[src/rtl/lane_serializer.sv]
`default_nettype none
// ----------------------------------------------------------------------------
// lane_serializer : unpacks a (2**WAY)-lane parallel word into one lane per beat
// Rev 1.0
// ----------------------------------------------------------------------------
module lane_serializer #(
  parameter int WIRE = 3,
  parameter int WAY  = 2
) (
  input  logic                             clk,
  input  logic                             reset,
  input  logic                             i_in_valid,
  output logic                             o_in_ready,
  input  logic [(2**WAY)*(2**WIRE)-1:0]    i_in,
  output logic                             o_out_valid,
  input  logic                             i_out_ready,
  output logic [(2**WIRE)-1:0]             o_out,
  output logic [WAY-1:0]                   o_out_idx,
  output logic                             o_out_last
);

  localparam int LANE_W = 2**WIRE;
  localparam int NLANES = 2**WAY;
  localparam int WORD_W = NLANES * LANE_W;

  localparam logic [WAY-1:0] c_IDX_LAST = {WAY{1'b1}};

  localparam logic [0:0] S_IDLE  = 1'b0;
  localparam logic [0:0] S_SHIFT = 1'b1;

  logic [0:0]        r_state;
  logic [0:0]        w_state_next;
  logic [WAY-1:0]    r_idx;
  logic [WAY-1:0]    w_idx_next;
  logic [WORD_W-1:0] r_word;

  logic              w_load;
  logic              w_xfer;
  logic [LANE_W-1:0] w_lanes [NLANES];

  generate
    for (genvar k = 0; k < NLANES; k++) begin : g_lanes
      assign w_lanes[k] = r_word[k*LANE_W +: LANE_W];
    end
  endgenerate

  // State register plus the word/lane-counter datapath
  always_ff @(posedge clk) begin
    if (reset) begin
      r_state <= S_IDLE;
      r_idx   <= '0;
      r_word  <= '0;
    end else begin
      r_state <= w_state_next;
      r_idx   <= w_idx_next;
      if (w_load) begin
        r_word <= i_in;
      end
    end
  end

  // A load on the last-beat transfer keeps SHIFT, giving bubble-free words
  always_comb begin
    w_state_next = r_state;
    w_idx_next   = r_idx;
    if (w_load) begin
      w_state_next = S_SHIFT;
      w_idx_next   = '0;
    end else if (w_xfer) begin
      w_idx_next = r_idx + WAY'(1);
      if (r_idx == c_IDX_LAST) begin
        w_state_next = S_IDLE;
      end
    end
  end

  always_comb begin
    o_out_valid = (r_state == S_SHIFT);
    o_out_last  = o_out_valid && (r_idx == c_IDX_LAST);
    o_out       = w_lanes[r_idx];
    o_out_idx   = r_idx;
    w_xfer      = o_out_valid && i_out_ready;
    o_in_ready  = (r_state == S_IDLE) || (w_xfer && o_out_last);
    w_load      = i_in_valid && o_in_ready;
  end

endmodule
`default_nettype wire

[config.mk]
export PLATFORM = sky130hd
export DESIGN_NAME = lane_serializer
export DESIGN_NICKNAME = d
export VERILOG_FILES = /design/src/rtl/lane_serializer.sv
export SDC_FILE = /design/constraint.sdc
export NUM_CORES = 1
export LEC_CHECK = 0
export ABC_AREA = 1
export CAP_MARGIN = 20
export CORE_MARGIN = 2
export CORE_UTILIZATION = 42
export CTS_CLUSTER_SIZE = 10
export DETAILED_ROUTE_END_ITERATION = 10
export GPL_ROUTABILITY_DRIVEN = 0
export PLACE_DENSITY_LB_ADDON = 0.15
export SYNTH_ARGS = -nofsm -noshare
export SYNTH_HDL_FRONTEND = slang
export SYNTH_SLANG_ARGS = --single-unit
export TNS_END_PERCENT = 10
[constraint.sdc]
create_clock -name clk -period 1.2 [get_ports clk]
set_input_delay 0.36 -clock clk [delete_from_list [all_inputs] [get_ports clk]]
set_output_delay 0.36 -clock clk [all_outputs]
set_load 0.01 [all_outputs]
==> flow_metrics.tcl <==
set metrics [dict create \
    status "finished, violations left" \
    violations "setup timing" \
    worstPathRequired_ns 0.84 \
    coreArea_um2 4690 \
    drcViolationCount 0 \
    slew_viol_final 0 \
    critPathCaptureType "output pin" \
    hpwlAfterDp_um 3180 \
    antenna_found_initial 0 \
    worstSetupPathType "flip-flop to output pin" \
    rsz0062_at_grt "yes" \
    dpl_cell_area_um2 2760 \
    layout_worst_path_cycle_share_pct 133 \
    cpMaxStageDelayCell "dfxtp_4" \
    yosysWarnings 0 \
    grt_max_degree 39 \
    synth_cells 291 \
    ys_top_cells_by_count "nand2_1, inv_1, dfxtp_1" \
    yosys.area.top_type_share_pct 34.7 \
    syn2layout_area_growth_pct 48.0 \
    maxCapViolations 0 \
    numCtsBuffers 5 \
    pre_cts_ws_ns -0.661 \
    power_density_nw_per_um2 1010 \
    chipWidth_um 73.3 \
    htree_levels 2 \
    clockBufferDepth 2 \
    clk_transition_reported_paths_ns 0.07 \
    min_period_ns 1.60 \
    holdBufCountCts 0 \
    synth_area_leaders "dfxtp_1, a21oi_2, nand2_1" \
    relSlewSlack_pct 85.9 \
    grt_pass1_vias 1812 \
    power_frac_seq_pct 43.4 \
    fin_ws_ns -0.399 \
    dr.pass1.iters 4 \
    arrival_ns 1.24 \
    worstSetupStartpointType "flip-flop" \
    die-area_um2 5370 \
    switchingPower_mw 0.862 \
    cts_root_buf "clkbuf_8" \
    wl_um 4790 \
    io_buffer_count 48 \
    die_y_um 73.3 \
    via_per_inst 4.61 \
    stdcell_area_um2 2990 \
    setup_violations 43 \
    crit_path_max_incr_delay_ns 0.37 \
    ant_nets 0 \
    grt_pass1_wl_um 8230 \
    ys.flop_type "dfxtp_1" \
    clk_latency_ns 0.29 \
    synth_top_area_cell "dfxtp_1" \
    max_freq_ghz 0.625 \
    clockPowerShare_pct 28.6 \
    finClkSkew_ns 0.00306 \
    worstPathMaxFanout 11 \
    worst_ir_drop_vdd_v 0.000610 \
    tightest_slew_ns 0.211 \
    synth_edf_count 0 \
    holdCritPathClass "input port to flip-flop" \
    synth.most_common_cell "nand2_1" \
    seq_area_frac_synth_pct 34.7 \
    syn_nets 328 \
    synth_area_um2 2020 \
    drt-initial-drc-count 77 \
    placementRows 25 \
    hold_viol 0 \
    final_layout_size_suffix_gt1_share_pct 33.2 \
    ioPinCount 49 \
    synth_cell_types 18 \
    cp_cell_sequence "buf_6, o211ai_1, nand2_1, buf_2" \
    grt_overflow 0 \
    cts_sinks 35 \
    cts_tree "yes" \
    comb_power_share_pct 28.0 \
    start_util_pct 43.0 \
    p_int_mw 2.16 \
    avgSynthCellArea_um2 6.93 \
    n_antenna_cell 0 \
    routedWlPerCell_um 11.4 \
    nNetsFinal 404 \
    async_flop_share_pct 0 \
    power.leakage_nw 1.44 \
    fillers 425 \
    grt_use_total_pct 20.1 \
    switching_share_pct 28.6 \
    num_vias 1939 \
    synth_seq_cells 35 \
]
## registers in the layout, summed over array words and instances (netlist names)
register	count
o_out_valid	1
r_word	32
o_out_idx	2
## power by group through the flow
| stage | Combinational (mW) | Clock (mW) | Sequential [mW] |
|---|---|---|---|
| 6_report | 0.844 | 0.864 | 1.31 |
| 5_1_grt | 0.940 | 0.941 | 1.32 |
| 4_1_cts | 0.818 | 0.881 | 1.31 |
| 3_5_place_dp | 0.820 | 0 | 1.34 |
| 3_3_place_gp | 0.810 | 0 | 1.33 |
| 2_1_floorplan | 0.459 | 0 | 1.34 |
## critical path: cells and delay by family (launching register included)
kind | cells | cell delay [ns]
AO/OA/AOI/OAI | 1 | 0.21
flip-flops | 1 | 0.37
buffers and inverters | 2 | 0.28
AND/OR/NAND/NOR | 1 | 0.09
## final cells by class
cell class / instances / area (um^2) / share of cell area, %
inverter: 51 / 191 / 6.41
sequential: 35 / 712 / 23.8
timing repair buffer: 92 / 877 / 29.4
tap: 54 / 67.6 / 2.26
multi-input combinational: 182 / 1050 / 35.2
clock buffer: 6 / 82.6 / 2.77
clock inverter: 1 / 5.00 / 0.168
## through the flow
stage	util, %	hold slack, ns	total power [mW]	setup TNS (ns)	cells
floorplan	-	0.422	1.80	-0.416	291
global placement	58.8	0.464	2.14	-23.38	408
detailed placement	58.8	0.469	2.16	-23.43	408
CTS	61.8	0.464	3.01	-11.66	419
global route	63.6	0.501	3.20	-13.51	421
finish	63.6	0.470	3.02	-9.89	421
## worst paths after layout
| path | slack, ns | cells after the start | start | end |
|---|---|---|---|---|
| max | -0.40 | 4 | o_out_idx[0] | o_out[1] |
| max reg2reg | -0.25 | 9 | o_out_idx[0] | r_word[29] |
| min | 0.47 | 4 | i_in_valid | r_word[31] |
| min reg2reg | 0.49 | 2 | r_word[11] | r_word[11] |
## routing by layer
metal / global-route usage [%] / vias up / share of wire, %
met3: 5.76 / 6 / 5.0
met2: 32.3 / 53 / 47
li1: - / 1053 / -
met1: 26.1 / 827 / 47
met4: 6.67 / 0 / 1.4
met5: 0 / - / 0
## repair_timing
action	CTS	global route
hold endpoints to repair	0	0
gates resized for setup	77	22
setup buffers	4	2
setup endpoints to repair	48	47
pin swaps	3	6
## logic make-up (layout without fill, tap and decap cells)
logic type / after synthesis / after routing / share of synthesized area (%)
AND/OR/NAND/NOR: 123 / 123 / 25.4
buffers and inverters: 74 / 150 / 18.2
AO/OA/AOI/OAI: 57 / 57 / 20.5
flip-flops: 35 / 35 / 34.7
adder cells (fa/ha/maj): 1 / 1 / 0.620
XOR/XNOR: 1 / 1 / 0.434
## layout by cell type (no fill, tap or decap), drive strengths merged
master         count
o211ai             8
clkdlybuf4s50     34
nand2             56
clkinv             1
buf               57
xor2               1
a21oi             41
nor2              34
ha                 1
clkbuf             6
dfxtp             35
o21ai              8
inv               51
dlygate4sd2        1
nand3             33
Note: power is estimated with default switching activity, not from simulation.
